**src/rtl/quat_mul_sequencer_if.sv**
```systemverilog
// +-----------------------------------------------------------------------+
// | quat_mul_sequencer_if : operand/result handshake bundle for the         |
// | resource-shared quaternion multiplier (ovf present with QMUL_OVF_EN).   |
// | Revision: 1.0                                                           |
// +-----------------------------------------------------------------------+
`default_nettype none

interface quat_mul_sequencer_if #(
   parameter int DW = 16
);
   logic                   in_valid;
   logic                   in_ready;
   logic signed [DW-1:0]   a1, b1, c1, d1;
   logic signed [DW-1:0]   a2, b2, c2, d2;
   logic                   out_valid;
   logic                   out_ready;
   logic signed [2*DW-1:0] r1, r2, r3, r4;
   logic                   busy;
`ifdef QMUL_OVF_EN
   logic [3:0]             ovf;
`endif

   modport master (
`ifdef QMUL_OVF_EN
      input  ovf,
`endif
      output in_valid, a1, b1, c1, d1, a2, b2, c2, d2, out_ready,
      input  in_ready, out_valid, r1, r2, r3, r4, busy
   );

   modport slave (
`ifdef QMUL_OVF_EN
      output ovf,
`endif
      input  in_valid, a1, b1, c1, d1, a2, b2, c2, d2, out_ready,
      output in_ready, out_valid, r1, r2, r3, r4, busy
   );
endinterface

`default_nettype wire

```
**src/rtl/quat_mul_sequencer.sv**
```systemverilog
// +-----------------------------------------------------------------------+
// | quat_mul_sequencer : Hamilton product q1*q2 on one DW x DW multiplier,  |
// | 16 MAC cycles. Optional QMUL_OVF_EN adds per-component overflow flags.  |
// | Revision: 1.0                                                           |
// +-----------------------------------------------------------------------+
`default_nettype none

module quat_mul_sequencer #(
   parameter int DW = 16
) (
   input  logic                 clk,
   input  logic                 rst,
   quat_mul_sequencer_if.slave  bus
);
   typedef enum logic [1:0] {
      S_IDLE = 2'd0,
      S_MAC  = 2'd1,
      S_DONE = 2'd2
   } state_t;

   localparam int c_AW = 2*DW + 2;
   // Terms subtracted in the schedule: cnt 1,2,3,7,9,14
   localparam logic [15:0] c_NEG_MASK = 16'h428E;

   state_t                 r_state;
   logic [3:0]             r_cnt;
   logic signed [c_AW-1:0] r_acc;
   logic signed [DW-1:0]   r_q1 [4];
   logic signed [DW-1:0]   r_q2 [4];
   logic signed [2*DW-1:0] r_res [4];
   logic                   r_in_ready;
   logic                   r_out_valid;
   logic                   r_busy;
`ifdef QMUL_OVF_EN
   logic [3:0]             r_ovf;
`endif

   logic signed [DW-1:0]   w_x, w_y;
   logic signed [2*DW-1:0] w_xe, w_ye, w_prod;
   logic signed [c_AW-1:0] w_prod_ext, w_term, w_sum;

   // x walks a,b,c,d; y is the same walk permuted by the component index
   assign w_x        = r_q1[r_cnt[1:0]];
   assign w_y        = r_q2[r_cnt[1:0] ^ r_cnt[3:2]];
   assign w_xe       = {{DW{w_x[DW-1]}}, w_x};
   assign w_ye       = {{DW{w_y[DW-1]}}, w_y};
   assign w_prod     = w_xe * w_ye;
   assign w_prod_ext = {{2{w_prod[2*DW-1]}}, w_prod};
   assign w_term     = c_NEG_MASK[r_cnt] ? -w_prod_ext : w_prod_ext;
   assign w_sum      = r_acc + w_term;

`ifdef QMUL_OVF_EN
   logic w_ovf;
   assign w_ovf = (w_sum[c_AW-1:2*DW-1] != 3'b000) && (w_sum[c_AW-1:2*DW-1] != 3'b111);
`endif

   always_ff @(posedge clk or posedge rst) begin
      if (rst) begin
         r_state     <= S_IDLE;
         r_cnt       <= 4'd0;
         r_acc       <= '0;
         r_in_ready  <= 1'b1;
         r_out_valid <= 1'b0;
         r_busy      <= 1'b0;
         for (int i = 0; i < 4; i++) begin
            r_q1[i]  <= '0;
            r_q2[i]  <= '0;
            r_res[i] <= '0;
         end
`ifdef QMUL_OVF_EN
         r_ovf       <= 4'd0;
`endif
      end else begin
         case (r_state)
            S_IDLE: begin
               if (bus.in_valid) begin
                  r_q1[0]    <= bus.a1;
                  r_q1[1]    <= bus.b1;
                  r_q1[2]    <= bus.c1;
                  r_q1[3]    <= bus.d1;
                  r_q2[0]    <= bus.a2;
                  r_q2[1]    <= bus.b2;
                  r_q2[2]    <= bus.c2;
                  r_q2[3]    <= bus.d2;
                  r_cnt      <= 4'd0;
                  r_acc      <= '0;
                  r_in_ready <= 1'b0;
                  r_busy     <= 1'b1;
                  r_state    <= S_MAC;
`ifdef QMUL_OVF_EN
                  r_ovf      <= 4'd0;
`endif
               end
            end
            S_MAC: begin
               r_cnt <= r_cnt + 4'd1;
               if (r_cnt[1:0] == 2'd3) begin
                  r_res[r_cnt[3:2]] <= w_sum[2*DW-1:0];
                  r_acc             <= '0;
`ifdef QMUL_OVF_EN
                  r_ovf[r_cnt[3:2]] <= w_ovf;
`endif
                  if (r_cnt == 4'd15) begin
                     r_out_valid <= 1'b1;
                     r_state     <= S_DONE;
                  end
               end else begin
                  r_acc <= w_sum;
               end
            end
            S_DONE: begin
               if (bus.out_ready) begin
                  r_out_valid <= 1'b0;
                  r_busy      <= 1'b0;
                  r_in_ready  <= 1'b1;
                  r_state     <= S_IDLE;
               end
            end
            default: begin
               r_state     <= S_IDLE;
               r_in_ready  <= 1'b1;
               r_out_valid <= 1'b0;
               r_busy      <= 1'b0;
            end
         endcase
      end
   end

   assign bus.in_ready  = r_in_ready;
   assign bus.out_valid = r_out_valid;
   assign bus.busy      = r_busy;
   assign bus.r1        = r_res[0];
   assign bus.r2        = r_res[1];
   assign bus.r3        = r_res[2];
   assign bus.r4        = r_res[3];
`ifdef QMUL_OVF_EN
   assign bus.ovf       = r_ovf;
`endif

endmodule

`default_nettype wire

```
**src/flat_wrapper.sv**
```systemverilog
// flat-port wrapper written by rule: the top's interface ports become plain ports
module quat_mul_sequencer_flat 
#(
   parameter int DW = 16
)
  (clk, rst, bus_in_valid, bus_a1, bus_b1, bus_c1, bus_d1, bus_a2, bus_b2, bus_c2, bus_d2, bus_out_ready, bus_in_ready, bus_out_valid, bus_r1, bus_r2, bus_r3, bus_r4, bus_busy);
  quat_mul_sequencer_if #(.DW(DW)) bus_i ();
  input  logic clk;
  input  logic rst;
  input wire logic [$bits(bus_i.in_valid)-1:0] bus_in_valid;
  input wire logic [$bits(bus_i.a1)-1:0] bus_a1;
  input wire logic [$bits(bus_i.b1)-1:0] bus_b1;
  input wire logic [$bits(bus_i.c1)-1:0] bus_c1;
  input wire logic [$bits(bus_i.d1)-1:0] bus_d1;
  input wire logic [$bits(bus_i.a2)-1:0] bus_a2;
  input wire logic [$bits(bus_i.b2)-1:0] bus_b2;
  input wire logic [$bits(bus_i.c2)-1:0] bus_c2;
  input wire logic [$bits(bus_i.d2)-1:0] bus_d2;
  input wire logic [$bits(bus_i.out_ready)-1:0] bus_out_ready;
  output wire logic [$bits(bus_i.in_ready)-1:0] bus_in_ready;
  output wire logic [$bits(bus_i.out_valid)-1:0] bus_out_valid;
  output wire logic [$bits(bus_i.r1)-1:0] bus_r1;
  output wire logic [$bits(bus_i.r2)-1:0] bus_r2;
  output wire logic [$bits(bus_i.r3)-1:0] bus_r3;
  output wire logic [$bits(bus_i.r4)-1:0] bus_r4;
  output wire logic [$bits(bus_i.busy)-1:0] bus_busy;
  assign bus_i.in_valid = bus_in_valid;
  assign bus_i.a1 = bus_a1;
  assign bus_i.b1 = bus_b1;
  assign bus_i.c1 = bus_c1;
  assign bus_i.d1 = bus_d1;
  assign bus_i.a2 = bus_a2;
  assign bus_i.b2 = bus_b2;
  assign bus_i.c2 = bus_c2;
  assign bus_i.d2 = bus_d2;
  assign bus_i.out_ready = bus_out_ready;
  assign bus_in_ready = bus_i.in_ready;
  assign bus_out_valid = bus_i.out_valid;
  assign bus_r1 = bus_i.r1;
  assign bus_r2 = bus_i.r2;
  assign bus_r3 = bus_i.r3;
  assign bus_r4 = bus_i.r4;
  assign bus_busy = bus_i.busy;
  quat_mul_sequencer #(.DW(DW)) u_core (.clk(clk), .rst(rst), .bus(bus_i));
endmodule
```
**config.mk**
```make
export PLATFORM = sky130hd
export DESIGN_NAME = quat_mul_sequencer_flat
export DESIGN_NICKNAME = d
export VERILOG_FILES = /design/src/rtl/quat_mul_sequencer_if.sv /design/src/rtl/quat_mul_sequencer.sv /design/src/flat_wrapper.sv
export SDC_FILE = /design/constraint.sdc
export NUM_CORES = 1
export LEC_CHECK = 0
export CAP_MARGIN = 20
export CORE_ASPECT_RATIO = 1.25
export CORE_MARGIN = 1.5
export CORE_UTILIZATION = 50
export DETAILED_ROUTE_END_ITERATION = 10
export PLACE_DENSITY_LB_ADDON = 0.15
export SYNTH_ARGS = -nofsm -noshare
export SYNTH_HDL_FRONTEND = slang
export SYNTH_SLANG_ARGS = --single-unit
```
**constraint.sdc**
```tcl
create_clock -name clk -period 29.2 [get_ports clk]
set_clock_uncertainty 0.05 [all_clocks]
set_input_delay 7.3 -clock clk [delete_from_list [all_inputs] [get_ports clk]]
set_output_delay 7.3 -clock clk [all_outputs]
set_load 0.005 [all_outputs]
```
==> impl_results.md <==
- Max Transition Viols Final: 0
- Clock buffer depth: 3
- Final min period: 11.66 ns
- Initial detailed-routing violation count: 896
- Clock tree sinks: 297
- Post-cts gate resize count: 0
- Maximum operating frequency: ~0.086 GHz
- Maximum number of pins on one net before global-route repair: 182
- Number of CTS-inserted buffers: 31
- Crit path launch type: register
- Start point of the critical path: u_core.r_cnt[0]$_DFFE_PP0P_
- YS warnings: 0
- Initial antenna violation count: 0
- Buffer count from post-CTS setup fixing: 0
- Critical register-to-register path endpoint: u_core.r_acc[31]$_DFFE_PP0P_
- Number of diodes: 0
- TritonCTS clock tree: built
- Final Wtd Congestion: 0.949
- Count of mapped cells out of synthesis: 2503
- Final setup TNS: 0 ns
- Residual DRC count: 0
- Number of detailed-routing iterations run before antenna repair: 5
- Die outline height: 250 um
- Synthesized Nets: ~3000
- Headroom to the max-slew limit: 0.239
- Clock root buffer: sky130_fd_sc_hd__clkbuf_16
- Number of vias after detailed routing: 18495
- Boundary pin count: 263
- Count of distinct cell types in the synthesized netlist: 73
- Endpoint required time on the critical path: 29.62 ns
- Std cell rows: 90
- Worst hold path cell count: 2
- Number of register bits inferred by synthesis: 297
- Detail-routed net length per standard cell: 19.8 um
- Slowest stage delay, CP: roughly 0.94 ns
- Wire length of the first global-routing pass: 110000 um
- Post-route fraction of the period consumed by the critical path: 0.399
- Total wire length: 67100 um
- Slew of the pin with the lowest slew margin: 1.13 ns
- Class of the tightest hold or removal check: reg -> reg
- Max-cap check violation count: 0
- Post-route antenna net violation count: 0
- Register-to-register path setup slack: 17.54 ns
- Proportion of layout cells with a drive suffix above 1: 0.102
- Initial core utilization: 0.506
- Port-buffer cells: roughly 260
- Hold Buf Count CTS: 0
- Fraction of synthesis flops using an asynchronous set or reset pin: 1.00
- Most used flip-flop cell after synthesis: sky130_fd_sc_hd__dfrtp_1
- Number of global-route vias before repair: roughly 20000
- Kind of capture point of the worst setup path: register
- Launching point of the worst reg2reg path: u_core.r_cnt[0]$_DFFE_PP0P_
- Clock-pin slew on the worst setup and hold paths: about 0.06 ns
- Area added between synthesis and finish: 17.7%
- Sequential-to-total area share from yosys stat: 0.305
- Top cell by count, worst path: sky130_fd_sc_hd__fa_1
- Via density: 5.46
- Total Die Area: around 50000 sq um
- Hpwl dp: 52200 um
- Kind of critical path: reg -> reg
- Clock latency reported for the late side of the worst-skew pair: 0.60 ns
- Largest fanout on the critical path: 50
- Mean instance size in the synthesized netlist: 9.75 sq um
- Count of final setup violators: 0
- H-tree depth: 1
- Number of cells after detailed placement: around 3300
- Final hold violation count: 0
- Mapped Area: 24400 sq um
- Placeable core area: 48200 sq um
- Global-route congestion overflow total: 0
- RSZ-0062 raised after global routing: no
- Fin cells: 3387
- Cell depth of the worst flop-to-flop path: 36
- Filler Cell Count: 4228
- EDFF count, synth: 0
- Aggregate global-route resource usage: 0.276
- Crit path capture: u_core.r_acc[31]$_DFFE_PP0P_
- Max stage delay cell, worst path: sky130_fd_sc_hd__dfrtp_2
- Data arrival time at the worst-slack endpoint: 12.08 ns
- Outcome: complete, no violations
- Layout net count: ~3200
- Horiz. Die Dim: 201 um
## kinds of logic after synthesis
| logic type | count (synthesis) | share of synthesized area |
|---|---|---|
| xor gates and xnor gates | 84 | 0.0312 |
| AOI/OAI and AO/OA | 320 | 0.0843 |
| and+or+nand+nor | 782 | 0.138 |
| buffers and inverters | 438 | 0.0675 |
| muxes | 198 | 0.0962 |
| DFF | 297 | 0.305 |
| adders and majority gates | 384 | 0.278 |
## layout by cell type, fill, tap and decap left out, drive strengths merged, types with 7 or more instances in the layout
cell           count
xor2              27
xnor2             57
inv              338
nand2            467
nand4              7
nor3              16
a21oi             71
clkbuf            43
o211ai            10
nand2b            11
a211oi            11
a22o              25
a31oi             16
or3                7
nand3             30
mux2             169
nor2             138
and2              40
o21ai             93
nor2b             16
and3              18
or4                9
fa               263
ha               121
o21a              27
a21o              23
mux2i             17
dfrtp            296
mux4              12
clkdlybuf4s50    262
buf               25
## Yosys cell counts (4+ instances only)
cell	n	share of area
sky130_fd_sc_hd__nand2_1	467	0.072
sky130_fd_sc_hd__inv_1	335	0.052
sky130_fd_sc_hd__or3_1	7	0.0018
sky130_fd_sc_hd__nor2_1	136	0.021
sky130_fd_sc_hd__a31o_2	4	0.0014
sky130_fd_sc_hd__nand3b_1	6	0.0018
sky130_fd_sc_hd__o21a_1	27	0.0083
sky130_fd_sc_hd__a21oi_1	71	0.015
sky130_fd_sc_hd__a211oi_1	10	0.0031
sky130_fd_sc_hd__o21ai_0	77	0.016
sky130_fd_sc_hd__xor2_1	26	0.0093
sky130_fd_sc_hd__mux2_2	169	0.078
sky130_fd_sc_hd__o21bai_1	6	0.0018
sky130_fd_sc_hd__nor3_1	16	0.0033
sky130_fd_sc_hd__clkbuf_1	94	0.014
sky130_fd_sc_hd__fa_1	263	0.22
sky130_fd_sc_hd__o21ai_1	16	0.0033
sky130_fd_sc_hd__ha_1	121	0.062
sky130_fd_sc_hd__dfrtp_1	296	0.30
sky130_fd_sc_hd__xnor2_1	56	0.020
sky130_fd_sc_hd__nand3_1	30	0.0062
sky130_fd_sc_hd__mux4_2	11	0.010
sky130_fd_sc_hd__and2_1	39	0.010
sky130_fd_sc_hd__a21o_1	23	0.0071
sky130_fd_sc_hd__nor2b_1	16	0.0041
sky130_fd_sc_hd__and3_1	18	0.0046
sky130_fd_sc_hd__buf_1	6	0.00092
sky130_fd_sc_hd__mux2i_1	17	0.0070
sky130_fd_sc_hd__nand2b_1	11	0.0028
sky130_fd_sc_hd__a31oi_1	16	0.0041
sky130_fd_sc_hd__o211ai_1	10	0.0031
sky130_fd_sc_hd__or4_1	8	0.0025
sky130_fd_sc_hd__a22o_1	25	0.0090
sky130_fd_sc_hd__nand4_1	7	0.0018
## through the flow
stage                     hold slack, ns  worst slack [ns]  utilization  area (sq um)
after floorplan                    0.404             13.65            -         24400
after global placement             0.409             18.00        0.574         27700
after detailed placement           0.414             17.72        0.574         27700
after CTS                          0.433             17.65        0.596         28700
after global routing               0.449             16.72        0.596         28700
final                              0.429             17.54        0.596         28700
## how the worst min path moves through the flow
stage / slack [ns] / startpoint / end
3_5_place_dp: 0.41 / u_core.bus.r1[13]$_DFFE_PP0P_ / u_core.bus.r1[13]$_DFFE_PP0P_
5_1_grt: 0.45 / u_core.bus.r1[12]$_DFFE_PP0P_ / u_core.bus.r1[12]$_DFFE_PP0P_
2_1_floorplan: 0.40 / u_core.r_acc[21]$_DFFE_PP0P_ / u_core.r_acc[21]$_DFFE_PP0P_
3_3_place_gp: 0.41 / u_core.bus.r4[12]$_DFFE_PP0P_ / u_core.bus.r4[12]$_DFFE_PP0P_
6_report: 0.43 / u_core.bus.r3[21]$_DFFE_PP0P_ / u_core.bus.r3[21]$_DFFE_PP0P_
4_1_cts: 0.43 / u_core.bus.r3[21]$_DFFE_PP0P_ / u_core.bus.r3[21]$_DFFE_PP0P_
## critical path: cells and delay by family (launching register included)
kind,cells,cell delay (ns)
AOI/OAI and AO/OA,13,3.51
and+or+nand+nor,7,1.68
adders and majority gates,8,3.42
DFF,1,0.94
buffers and inverters,5,0.53
muxes,1,0.94
xor gates and xnor gates,2,0.45
## per-layer routing
metal | wire length, um | track usage | part of all wire | vias up
li1 | - | - | - | 8497
met1 | 27100 | 0.338 | 0.40 | 9324
met4 | 2760 | 0.108 | 0.041 | 0
met2 | 33300 | 0.480 | 0.50 | 529
met5 | 0 | 0 | 0 | -
met3 | 3980 | 0.0550 | 0.059 | 145
## flip-flops by register name, summed over array words and instances (netlist names)
name and cells:
u_core.bus.in_ready 1, u_core.r_acc 32, u_core.bus.r3 32, u_core.r_cnt 4, u_core.bus.busy 1, u_core.bus.r1 32, u_core.r_q2 64, u_core.r_state 2
u_core.bus.out_valid 1, u_core.bus.r2 32, u_core.bus.r4 32, u_core.r_q1 64
## cell type report
class / count / area (sq um) / share of cell area
sequential: 297 / 7440 / 0.259
clock inverter: 13 / 188 / 0.00653
timing repair buffer: 287 / 2820 / 0.0982
tap: 644 / 806 / 0.0280
inverter: 335 / 1260 / 0.0440
clock buffer: 43 / 871 / 0.0303
multi-input combinational: 1768 / 15300 / 0.534
Power is not shown: default switching activity piles up to over one toggle a cycle in this logic, so the estimate is an artifact.
